File: src/rtl/dram_pkg.sv
// dram_pkg: address widths and command encoding shared by the DRAM controller blocks
package dram_pkg;
  localparam int BANK_GROUP_BITS = 2;
  localparam int BANK_BITS       = 2;
  localparam int ROW_BITS        = 16;
  localparam int COLUMN_BITS     = 10;
  typedef enum logic [2:0] {
    CMD_NOP  = 3'd0,
    CMD_ACT  = 3'd1,
    CMD_RD   = 3'd2,
    CMD_WR   = 3'd3,
    CMD_PRE  = 3'd4,
    CMD_PREA = 3'd5,
    CMD_REF  = 3'd6
  } cmd_e;
endpackage

File: src/rtl/dram_cmd_fsm.sv
// dram_cmd_fsm: per-request PRE/ACT/RD/WR sequencer with periodic all-bank refresh
module dram_cmd_fsm
  import dram_pkg::*;
#(
  parameter int tRP   = 3,
  parameter int tRCD  = 4,
  parameter int tCL   = 5,
  parameter int tWR   = 6,
  parameter int tRFC  = 10,
  parameter int tREFI = 7800
) (
  input  logic                       CLK,
  input  logic                       nRST,
  input  logic                       req_valid,
  output logic                       req_ready,
  input  logic                       req_write,
  input  logic [BANK_GROUP_BITS-1:0] req_bg,
  input  logic [BANK_BITS-1:0]       req_bank,
  input  logic [ROW_BITS-1:0]        req_row,
  input  logic [COLUMN_BITS-1:0]     req_col,
  input  logic [1:0]                 row_stat,
  output logic                       pol_req_en,
  output logic [BANK_GROUP_BITS-1:0] lk_bg,
  output logic [BANK_BITS-1:0]       lk_bank,
  output logic [ROW_BITS-1:0]        lk_row,
  output logic                       row_resolve,
  output logic                       tACT_done,
  output logic                       tREF_done,
  output logic [2:0]                 cmd,
  output logic [BANK_GROUP_BITS-1:0] cmd_bg,
  output logic [BANK_BITS-1:0]       cmd_bank,
  output logic [ROW_BITS-1:0]        cmd_row,
  output logic [COLUMN_BITS-1:0]     cmd_col,
  output logic                       resp_valid,
  output logic                       resp_write
);
  typedef enum logic [2:0] {
    S_IDLE, S_DECIDE, S_PRE_W, S_ACT_W, S_RW_W, S_RPRE_W, S_REF_W
  } state_e;
  localparam logic [7:0]  RP_M1   = 8'(tRP - 1);
  localparam logic [7:0]  RCD_M1  = 8'(tRCD - 1);
  localparam logic [7:0]  RFC_M1  = 8'(tRFC - 1);
  localparam logic [15:0] REFI_M1 = 16'(tREFI - 1);
  state_e                     state_q, state_d;
  logic [7:0]                 cnt_q, cnt_d;
  logic [15:0]                ref_cnt_q, ref_cnt_d;
  logic                       ref_pend_q, ref_pend_d;
  logic                       wr_q, wr_d;
  logic [BANK_GROUP_BITS-1:0] bg_q, bg_d;
  logic [BANK_BITS-1:0]       bank_q, bank_d;
  logic [ROW_BITS-1:0]        row_q, row_d;
  logic [COLUMN_BITS-1:0]     col_q, col_d;
  logic                       resp_valid_q, resp_valid_d;
  logic                       resp_write_q, resp_write_d;
  logic                       tref_done_q, tref_done_d;
  logic                       go_rw;
  logic [7:0]                 rw_lat;
  cmd_e                       cmd_n;
  assign req_ready  = (state_q == S_IDLE) && !ref_pend_q;
  assign pol_req_en = state_q inside {S_DECIDE, S_PRE_W, S_ACT_W, S_RW_W};
  assign lk_bg      = bg_q;
  assign lk_bank    = bank_q;
  assign lk_row     = row_q;
  assign rw_lat     = wr_q ? 8'(tWR) : 8'(tCL);
  assign cmd        = cmd_n;
  assign cmd_bg     = (cmd_n inside {CMD_ACT, CMD_RD, CMD_WR, CMD_PRE}) ? bg_q : '0;
  assign cmd_bank   = (cmd_n inside {CMD_ACT, CMD_RD, CMD_WR, CMD_PRE}) ? bank_q : '0;
  assign cmd_row    = (cmd_n == CMD_ACT) ? row_q : '0;
  assign cmd_col    = (cmd_n inside {CMD_RD, CMD_WR}) ? col_q : '0;
  assign resp_valid = resp_valid_q;
  assign resp_write = resp_write_q;
  assign tREF_done  = tref_done_q;
  // Next-state, command issue and wait-counter control; commands are decoded in the cycle they issue
  always_comb begin
    state_d      = state_q;
    cnt_d        = (cnt_q == 8'd0) ? 8'd0 : cnt_q - 8'd1;
    ref_cnt_d    = (ref_cnt_q == REFI_M1) ? 16'd0 : ref_cnt_q + 16'd1;
    ref_pend_d   = tref_done_q ? 1'b0 : (ref_pend_q || ref_cnt_q == REFI_M1);
    wr_d         = wr_q;
    bg_d         = bg_q;
    bank_d       = bank_q;
    row_d        = row_q;
    col_d        = col_q;
    resp_valid_d = 1'b0;
    resp_write_d = 1'b0;
    tref_done_d  = 1'b0;
    cmd_n        = CMD_NOP;
    row_resolve  = 1'b0;
    tACT_done    = 1'b0;
    go_rw        = 1'b0;
    unique case (state_q)
      S_IDLE: begin
        if (ref_pend_q && !tref_done_q) begin
          cmd_n   = CMD_PREA;
          cnt_d   = RP_M1;
          state_d = S_RPRE_W;
        end else if (req_valid && req_ready) begin
          wr_d    = req_write;
          bg_d    = req_bg;
          bank_d  = req_bank;
          row_d   = req_row;
          col_d   = req_col;
          state_d = S_DECIDE;
        end
      end
      S_DECIDE: begin
        unique case (row_stat)
          2'b01: go_rw = 1'b1;
          2'b10: begin
            cmd_n   = CMD_ACT;
            cnt_d   = RCD_M1;
            state_d = S_ACT_W;
          end
          2'b11: begin
            cmd_n   = CMD_PRE;
            cnt_d   = RP_M1;
            state_d = S_PRE_W;
          end
          default: cmd_n = CMD_NOP;
        endcase
      end
      S_PRE_W: begin
        if (cnt_q == 8'd0) begin
          cmd_n       = CMD_ACT;
          row_resolve = 1'b1;
          cnt_d       = RCD_M1;
          state_d     = S_ACT_W;
        end
      end
      S_ACT_W: begin
        if (cnt_q == 8'd0) begin
          go_rw     = 1'b1;
          tACT_done = 1'b1;
        end
      end
      S_RW_W: begin
        if (cnt_q == 8'd1) begin
          resp_valid_d = 1'b1;
          resp_write_d = wr_q;
          state_d      = S_IDLE;
        end
      end
      S_RPRE_W: begin
        if (cnt_q == 8'd0) begin
          cmd_n       = CMD_REF;
          cnt_d       = RFC_M1;
          tref_done_d = (RFC_M1 == 8'd0);
          state_d     = (RFC_M1 == 8'd0) ? S_IDLE : S_REF_W;
        end
      end
      S_REF_W: begin
        if (cnt_q == 8'd1) begin
          tref_done_d = 1'b1;
          state_d     = S_IDLE;
        end
      end
      default: state_d = S_IDLE;
    endcase
    if (go_rw) begin
      cmd_n        = wr_q ? CMD_WR : CMD_RD;
      cnt_d        = rw_lat - 8'd1;
      resp_valid_d = (rw_lat == 8'd1);
      resp_write_d = (rw_lat == 8'd1) && wr_q;
      state_d      = (rw_lat == 8'd1) ? S_IDLE : S_RW_W;
    end
  end
  // State, counters, latched request and registered completion strobes
  always_ff @(posedge CLK or negedge nRST) begin
    if (!nRST) begin
      state_q      <= S_IDLE;
      cnt_q        <= '0;
      ref_cnt_q    <= '0;
      ref_pend_q   <= 1'b0;
      wr_q         <= 1'b0;
      bg_q         <= '0;
      bank_q       <= '0;
      row_q        <= '0;
      col_q        <= '0;
      resp_valid_q <= 1'b0;
      resp_write_q <= 1'b0;
      tref_done_q  <= 1'b0;
    end else begin
      state_q      <= state_d;
      cnt_q        <= cnt_d;
      ref_cnt_q    <= ref_cnt_d;
      ref_pend_q   <= ref_pend_d;
      wr_q         <= wr_d;
      bg_q         <= bg_d;
      bank_q       <= bank_d;
      row_q        <= row_d;
      col_q        <= col_d;
      resp_valid_q <= resp_valid_d;
      resp_write_q <= resp_write_d;
      tref_done_q  <= tref_done_d;
    end
  end
endmodule

File: config.mk
export PLATFORM = sky130hd
export DESIGN_NAME = dram_cmd_fsm
export DESIGN_NICKNAME = d
export VERILOG_FILES = /design/src/rtl/dram_pkg.sv /design/src/rtl/dram_cmd_fsm.sv
export SDC_FILE = /design/constraint.sdc
export NUM_CORES = 1
export LEC_CHECK = 0
export ABC_AREA = 1
export CAP_MARGIN = 20
export CORE_ASPECT_RATIO = 1.5
export CORE_MARGIN = 5
export CORE_UTILIZATION = 36
export DETAILED_ROUTE_END_ITERATION = 10
export GPL_ROUTABILITY_DRIVEN = 0
export SLEW_MARGIN = 25
export SYNTH_ARGS = -nofsm -noshare
export SYNTH_HDL_FRONTEND = slang
export SYNTH_SLANG_ARGS = --single-unit
File: constraint.sdc
create_clock -name CLK -period 2.1 [get_ports CLK]
set_clock_uncertainty 0.1 [all_clocks]
set_input_delay 0.21 -clock CLK [delete_from_list [all_inputs] [get_ports CLK]]
set_output_delay 0.21 -clock CLK [all_outputs]
set_load 0.01 [all_outputs]
# After elaboration in Yosys (flattened, before gate mapping)
# Cells that the tools add are included.
[word_totals]
reg_bits = 62
[op_classes]
addsub = 3
n_eq_ne = 22
mux = 42
bitwise_logic = 1
n_reduce_logical = 15
[ops]
columns = ["op", "count"]
rows = [
  ["$mux 8", 5],
  ["$mux 16", 2],
  ["$pmux 8 s4", 1],
  ["$mux 3", 10],
  ["$pmux 3 s6", 1],
  ["$add 16x1->16 const B", 1],
  ["$eq 16x13->1 const B", 1],
  ["$pmux 8 s2", 1],
  ["$mux 1", 14],
  ["$eq 3x2->1 const B", 4],
  ["$eq 3x3->1 const B", 4],
  ["$pmux 3 s2", 2],
  ["$pmux 3 s4", 1],
  ["$mux 10", 1],
  ["$eq 3x1->1 const B", 3],
  ["$eq 8x1->1 const B", 1],
  ["$logic_not 8->1", 1],
  ["$ne 4x2->1 const B", 2],
  ["$reduce_bool 4->1", 2],
  ["$sub 8x1->8 const B", 1],
  ["$mux 2", 3],
  ["$reduce_and 6->1", 1],
  ["$eq 2x2->1 const B", 2],
  ["$logic_and 1x1->1", 4],
  ["other kinds (14)", 15],
]

# Depth between registers and ports, before layout
# Gate-level depths: netlist of run 1.
[logic_depth]
ltp_word = 8
ltp_mapped = 11

# Least setup slack after synthesis of run 1
# No wires, ideal clock.
[synth_timing]
path_type = "flip-flop to output port"
start = "register cnt_q[0]"
end = "output cmd_bank[0]"
t_arrival_ns = 1.515
required_ns = 1.790
path_slack_ns = 0.275
path_stages_with_launch = 11
cell_sequence = "dfrtp_1 > inv_1 > ha_1 > nand2_2 > inv_2 > nand2_1 > nor2_1 > nor3_2 > nand2_2 > buf_6 > a21oi_1"
[synth_between]
elab_chain_cells = 7
[synth_rtl]
columns = ["item", "line_no", "text"]
rows = [
  ["start, declared", "dram_cmd_fsm.sv:45", "logic [7:0] cnt_q, cnt_d;"],
  ["start signal, assigned", "dram_cmd_fsm.sv:184", "cnt_q <= cnt_d;"],
  ["$logic_not 8->1 (*)", "dram_cmd_fsm.sv:123, dram_cmd_fsm.sv:131, dram_cmd_fsm.sv:144", ""],
  ["$mux 1 or $mux 3 (tied branches)", "dram_cmd_fsm.sv:123, dram_cmd_fsm.sv:131, dram_cmd_fsm.sv:144", ""],
  ["$pmux 3 s4 or $pmux 1 s2 (tied branches)", "dram_cmd_fsm.sv:91", "unique case (state_q)"],
  ["$mux 3 (*)", "dram_cmd_fsm.sv:159", "if (go_rw) begin"],
  ["$eq 3x1->1 (tied with other cells)", "dram_cmd_fsm.sv:67", "assign cmd_bank = (cmd_n inside {CMD_ACT, CMD_RD, CMD_WR, CMD_PRE}) ? bank_q : '0;"],
  ["$reduce_bool 4->1 (*)", "dram_cmd_fsm.sv:67", ""],
  ["$mux 2 (*)", "dram_cmd_fsm.sv:67", ""],
  ["end, declared", "dram_cmd_fsm.sv:31", "output logic [BANK_BITS-1:0] cmd_bank,"],
]
# Mark *: on every way between the ends. The rest lies on a longest branch, timed or not.

# Final worst setup path of run 1
# Same ends and word-level chain as after synthesis.

==> results.cfg, run 1 <==
[floorplanning]
die_y_um = 125.3
die-area_sq_um = 10890
start_util = 0.3637
std_cell_rows = 42
die_w_um = 86.88
boundaryPins = 96
coreArea_sq_um = 8776

[critical_path]
cp_cell_sequence = inv_2 > ha_4 > nand2_4 > nor2_4 > buf_4 > nand2_2 > nand3_2 > nand2_4 > buf_12 > a21oi_2 > buf_2
critPathKind = reg -> out
cp.required_ns = 1.79
rrSetupSlack_ns = 0.32
rr_worst_depth = 10
max_stage_delay_ns = 0.38
r2r_end = state_q[1]
crit_path_start_kind = register
cp_top_family = buffers and inverters
end_kind = output port
crit_top_cell = nand2_4
cp_max_fo = 5
critPathBufInv = 4
slowest_stage = dfrtp_1
arrival_ns = 1.89
r2r_start = state_q[2]

[power_and_ir_drop]
pwr_density_cell_nw_per_um2 = 1256
finalPower_w = 0.006567
vdd_ir_drop_max_mv = 0.7369
p_leak_nw = 2.546

[cts]
clock_path_buffers = 2
root_buffer = clkbuf_16
clk_pin_slew_ns = 0.05
numClockSinks = 62
cts_tree = built
ctsHtreeMaxLevel = 3
numCtsBuffers = 9
clkLatencyLatePin_ns = 0.33

[place]
io_buffers = 95
place_hpwl_um = 6841

[route]
routed_wl_um = 9210
firstDrtPassIters = 4
vias = 3138
vias_per_cell = 4.601
drc = 0
postRouteAntennaNets = 0
drtIter0Drc = 126
wl_per_cell_um = 13.50

[logic_synthesis]
syn_area_sq_um = 3192
synth.top_cells.by_count = nand2_1, inv_1, nor2_1
synth_cell_types = 29
ys.warnings.count = 0
synth_top_cell_by_area = dfrtp_1
seq_area_frac_synth = 0.4861
synth_most_common_cell = nand2_1
syn_inst = 413
synthDominantCellAreaShare = 0.4861
ys_seq_elements = 62
synth_ff_type = dfrtp_1
synth.area.top_cells = dfrtp_1, nand2_1, inv_1, nor2_1, o21ai_0
synth_edf_count = 0
syn_avg_cell_area_sq_um = 7.728
synth_async_sr_flop_share = 1.000
synth_nets = 452

[timing]
finalHoldViolations = 0
rsz0062_at_grt = true
min_period_over_period = 1.046
tightest_slew_ns = 0.3511
drv_slew = 0
setup_ws_ns = -0.09640
period_needed_ns = 2.196
setup_viol = 21
max_clock_freq_ghz = 0.4553
maxSlewHeadroom = 0.7635

[global_route]
grt_start_max_net_pins = 63
antenna_found_initial = 0
grt_pass1_wl_um = 14840
grt_pass1_vias = 3180
grt_use_total = 0.1734
grt_overflow_total = 0

[layout]
fin_nets = 606
layout-area-overhead-vs-synth_pct = 63.86
drive_above_1_share = 0.2955
diodes = 0
nFillCells = 799
utilization = 0.5960

[flow_run]
drv_cap = 0

[worst_hold_path]
min_path_type = in -> async

[run_status]
status = finished with violations
violations = setup timing
worst reg2reg max path: stages (launching register included):
cell and delay (ns):
dfrtp_2 0.43, nor2_4 0.18, nand2_2 0.10, buf_4 0.14, buf_4 0.12, nor2_1 0.16, nand2_1 0.08, nand3_1 0.13
nand2_4 0.08, nand4_1 0.08, nand2_1 0.06
area by class of cell:
| type | count | area [sq um] | area share |
|---|---|---|---|
| Clock inverter | 4 | 45.04 | 0.008612 |
| Inverter | 76 | 290.3 | 0.05550 |
| Sequential cell | 62 | 1553 | 0.2969 |
| Clock buffer | 12 | 256.5 | 0.04904 |
| Timing Repair Buffer | 153 | 1413 | 0.2701 |
| Multi-Input combinational cell | 265 | 1535 | 0.2935 |
| Tap cell | 110 | 137.6 | 0.02632 |
how the worst max path moves through the flow:
stage / startpoint / to / depth (start not counted)
6_report: cnt_q[0] / cmd_bank[0] / 11
3_5_place_dp: cnt_q[0] / cmd_bank[1] / 11
2_1_floorplan: cnt_q[0] / cmd_bank[0] / 10
3_3_place_gp: cnt_q[0] / cmd_bg[0] / 11
4_1_cts: cnt_q[1] / cmd_row[13] / 12
5_1_grt: state_q[2] / cmd_row[0] / 9
placed cells by master, fill, tap and decap left out, types with 2 or more instances in the layout:
cell type        count
nand2_1             67
inv_1               67
dfrtp_1             61
clkdlybuf4s50_1     57
buf_4               49
nor2_1              41
o21ai_0             41
nor2_4              22
buf_6               19
buf_2               14
nand3_1             13
nor2_2              10
nand4_1             10
nor3_1              10
clkbuf_16           10
a21oi_1              8
inv_2                7
nand2_2              7
nand2_4              6
xor2_1               5
xnor2_1              5
buf_12               5
a21oi_2              4
dlygate4sd2_1        4
nand3_2              3
nor4_1               3
clkinv_2             3
nor3_4               2
o21ai_1              2
ha_1                 2
clkbuf_8             2
clkbuf_2             2
power breakdown:
group          total, W  internal (W)  switching [W]
combinational   0.00332       0.00157        0.00174
sequential      0.00178       0.00159       0.000190
clock           0.00147      0.000975       0.000499
total           0.00657       0.00413        0.00243
layer usage:
metal / share of wire / routed length [um] / GRT usage / vias to the layer above
li1: - / - / - / 1595
met1: 0.37 / 3450 / 0.1901 / 1458
met2: 0.56 / 5193 / 0.3141 / 67
met3: 0.037 / 344 / 0.03884 / 18
met4: 0.024 / 222 / 0.06881 / 0
met5: 0 / 0 / 0 / -
what timing repair did:
item | in CTS | in global routing
setup endpoints to repair | 37 | 35
pin swaps | 4 | 9
hold buffers | 1 | 0
buffers inserted | 3 | 7
endpoints found under the hold margin | 62 | 0
gates cloned | 1 | 1
gates resized for setup | 126 | 93
sequential cells by signal, summed over array words and instances, names as in the netlist:
signal	flops
cnt_q	8
col_q	10
lk_bank	2
lk_bg	2
lk_row	16
ref_cnt_q	16
ref_pend_q	1
resp_valid	1
resp_write	1
state_q	3
tREF_done	1
wr_q	1
through the flow:
stage	worst slack [ns]	instances	cell area [sq um]	hold WS, ns	TNS [ns]
after floorplan	0.2745	413	3192	-0.1856	0
after global placement	-0.1916	654	4616	0.1407	-3.826
after detailed placement	-0.2511	654	4616	0.1459	-5.233
after CTS	-0.2219	675	4943	0.3241	-4.736
after global routing	-0.1805	682	5230	0.3698	-3.519
final	-0.09640	682	5230	0.3028	-1.501
cell families (layout without fill, tap and decap cells):
logic type | Yosys count | in the layout | share of synthesized area
buffers and inverters | 86 | 245 | 0.1066
AND/OR/NAND/NOR | 195 | 195 | 0.2771
XOR/XNOR | 10 | 10 | 0.02744
adder cells (fa/ha/maj) | 3 | 3 | 0.01176
flip-flops | 62 | 62 | 0.4861
AO/OA/AOI/OAI | 57 | 57 | 0.09095
Power figures use the tool's default switching activity.
==> run 2, diff against run 1 <==
--- a/config.mk
+++ b/config.mk
@@ -6,7 +6,7 @@
 export NUM_CORES = 1
 export LEC_CHECK = 0
 export ABC_AREA = 1
-export CAP_MARGIN = 20
+export CAP_MARGIN = 10
 export CORE_ASPECT_RATIO = 1.5
 export CORE_MARGIN = 5
 export CORE_UTILIZATION = 36
==> results of run 2 <==
No change in the layout: final DEF, timing and power equal those of run 1.
==> run 3, diff against run 2 <==
--- a/config.mk
+++ b/config.mk
@@ -7,11 +7,14 @@
 export LEC_CHECK = 0
 export ABC_AREA = 1
 export CAP_MARGIN = 10
+export CELL_PAD_IN_SITES_DETAIL_PLACEMENT = 1
+export CELL_PAD_IN_SITES_GLOBAL_PLACEMENT = 2
 export CORE_ASPECT_RATIO = 1.5
 export CORE_MARGIN = 5
-export CORE_UTILIZATION = 36
+export CORE_UTILIZATION = 26
 export DETAILED_ROUTE_END_ITERATION = 10
 export GPL_ROUTABILITY_DRIVEN = 0
+export PLACE_DENSITY_LB_ADDON = 0.1
 export SLEW_MARGIN = 25
 export SYNTH_ARGS = -nofsm -noshare
 export SYNTH_HDL_FRONTEND = slang
==> run 3 against run 2 <==
- the flow still finishes with violations (setup timing)
- count of clock-buffer cells in the layout decreased by 2
- first-iteration DRC count decreased by 62%
- power grew 6.0%
==> results.cfg, run 3 (same netlist as run 1, synthesis figures left out) <==
[run_status]
status = finished with violations
violations = setup timing

[global_route]
grt_overflow_total = 0
antenna_found_initial = 0
grt_pass1_wl_um = 19420
grt_start_max_net_pins = 33
grt_use_total = 0.1721
grt_pass1_vias = 3718

[layout]
fin_area_sq_um = 5401
diodes = 0
multiInputGateArea_sq_um = 1486
fin_nets = 626
nFillCells = 1450
register_area_sq_um = 1555
utilization = 0.4495
layout-area-overhead-vs-synth_pct = 69.23
drive_above_1_share = 0.3130
final_cell_mix = nand2_1, buf_4, inv_1

[timing]
hold_slack_ns = 0.3382
drv_slew = 0
period_needed_ns = 2.261
rsz0062_at_grt = true
tightest_slew_ns = 0.6659
min_period_over_period = 1.077
max_clock_freq_ghz = 0.4423
maxSlewHeadroom = 0.5561
setup_ws_ns = -0.1610
setup_viol = 20
finalHoldViolations = 0

[power_and_ir_drop]
power.switching_w = 0.002618
pwr_density_cell_nw_per_um2 = 1289
swShare = 0.3760
p_leak_nw = 2.638
seq_power_share = 0.260
p_clk_frac = 0.229
comb_power_share = 0.510
vdd_ir_drop_max_mv = 0.6473
intPower_w = 0.004345

[route]
drc = 0
drtIter0Drc = 48
vias_per_cell = 4.542
wl_per_cell_um = 16.28
postRouteAntennaNets = 0
vias = 3379
routed_wl_um = 12110
firstDrtPassIters = 4

[critical_path]
critPathKind = reg -> out
cp.required_ns = 1.79
crit_path_start_kind = register
end_kind = output port
r2r_end = cnt_q[4]
slowest_stage = dfrtp_1
r2r_start = state_q[1]
startpoint = cnt_q[1]
rrSetupSlack_ns = 0.23
crit_top_cell = nand2_2
arrival_ns = 1.95
rr_worst_depth = 10
cp_cell_sequence = inv_2 > ha_4 > nand2_4 > nor2_4 > nand2_2 > nand3_2 > nand2_2 > buf_12 > buf_16 > a21oi_2 > buf_2
max_stage_delay_ns = 0.38
cp_max_fo = 5

[floorplanning]
coreArea_sq_um = 12020
die-area_sq_um = 14640
start_util = 0.2656
die_w_um = 100.5
boundaryPins = 96
die_y_um = 145.7
std_cell_rows = 49

[cts]
root_buffer = clkbuf_16
ctsHtreeMaxLevel = 3
clock_path_buffers = 2
numClockSinks = 62
clkLatencyLatePin_ns = 0.33
numCtsBuffers = 9
clk_pin_slew_ns = 0.06
cts_tree = built

[worst_hold_path]
hold_path_end = wr_q
min_path_type = in -> reg
holdPathStages = 3
worstHoldStart = req_write

[place]
place_area_sq_um = 4757
place_hpwl_um = 9026
place_ws_ns = -0.2366
io_buffers = 95

[flow_run]
drv_cap = 0
[run 3: changes by cell type in the layout (fill, tap and decap cells not counted), sizes merged]
cell / before / now
clkbuf: 15 / 11
buf: 87 / 112
clkinvlp: 0 / 1
bufinv: 1 / 2
clkinv: 4 / 3
dlygate4sd2: 4 / 1
[run 3: final cells by class]
class,count,area share
well taps,153,0.03544
clock inverters,5,0.01575
multi-input cells,265,0.2752
clock buffers,10,0.04239
inverters,76,0.05420
repair buffers,173,0.2891
flip-flops and latches,62,0.2879
[run 3: routing by layer]
metal / up-vias / track usage / wire length [um]
met3: 21 / 0.03309 / 344
met2: 54 / 0.3400 / 7247
li1: 1647 / - / -
met4: 0 / 0.06878 / 344
met1: 1657 / 0.1681 / 4176
met5: - / 0 / 0
[run 3: worst max path at each step]
| stage | endpoint | slack [ns] | depth (start not counted) |
|---|---|---|---|
| 4_1_cts | cmd_bg[1] | -0.20 | 12 |
| 3_5_place_dp | cmd_bg[1] | -0.24 | 11 |
| 3_3_place_gp | cmd_bank[1] | -0.20 | 11 |
| 6_report | cmd_bank[1] | -0.16 | 11 |
| 2_1_floorplan | cmd_bank[0] | 0.27 | 10 |
| 5_1_grt | cmd_bg[1] | -0.28 | 12 |
[run 3: power by group through the flow]
stage / logic [W] / registers, W / clock network [W]
after global placement: 0.00301 / 0.00179 / 0
after floorplan: 0.00133 / 0.00187 / 0
after detailed placement: 0.00306 / 0.00181 / 0
final: 0.00355 / 0.00181 / 0.00160
after global routing: 0.00390 / 0.00185 / 0.00169
after CTS: 0.00334 / 0.00181 / 0.00163
[run 3: metrics by stage]
stage                     total power, W  std cells  TNS, ns
after floorplan                 0.003206        413        0
after global routing            0.007445        744   -4.772
after detailed placement        0.004878        707   -5.623
final                           0.006963        744   -2.598
after global placement          0.004801        707   -4.840
after CTS                       0.006785        734   -3.614
[run 3: repair_timing]
| item | in CTS | in global routing |
|---|---|---|
| pin swaps | 7 | 10 |
| endpoints found under the hold margin | 21 | 0 |
| hold buffers | 1 | 0 |
| setup endpoints to repair | 37 | 35 |
| gates cloned | 3 | 0 |
| resized for setup | 178 | 35 |
| buffers inserted | 8 | 12 |
[run 3: critical path, delay by kind of cell, from the launching register on]
kind            cells  cell delay [ns]
fa+ha+maj           1             0.15
buf+inv             4             0.52
flops               1             0.38
compound gates      1             0.10
simple gates        5             0.48
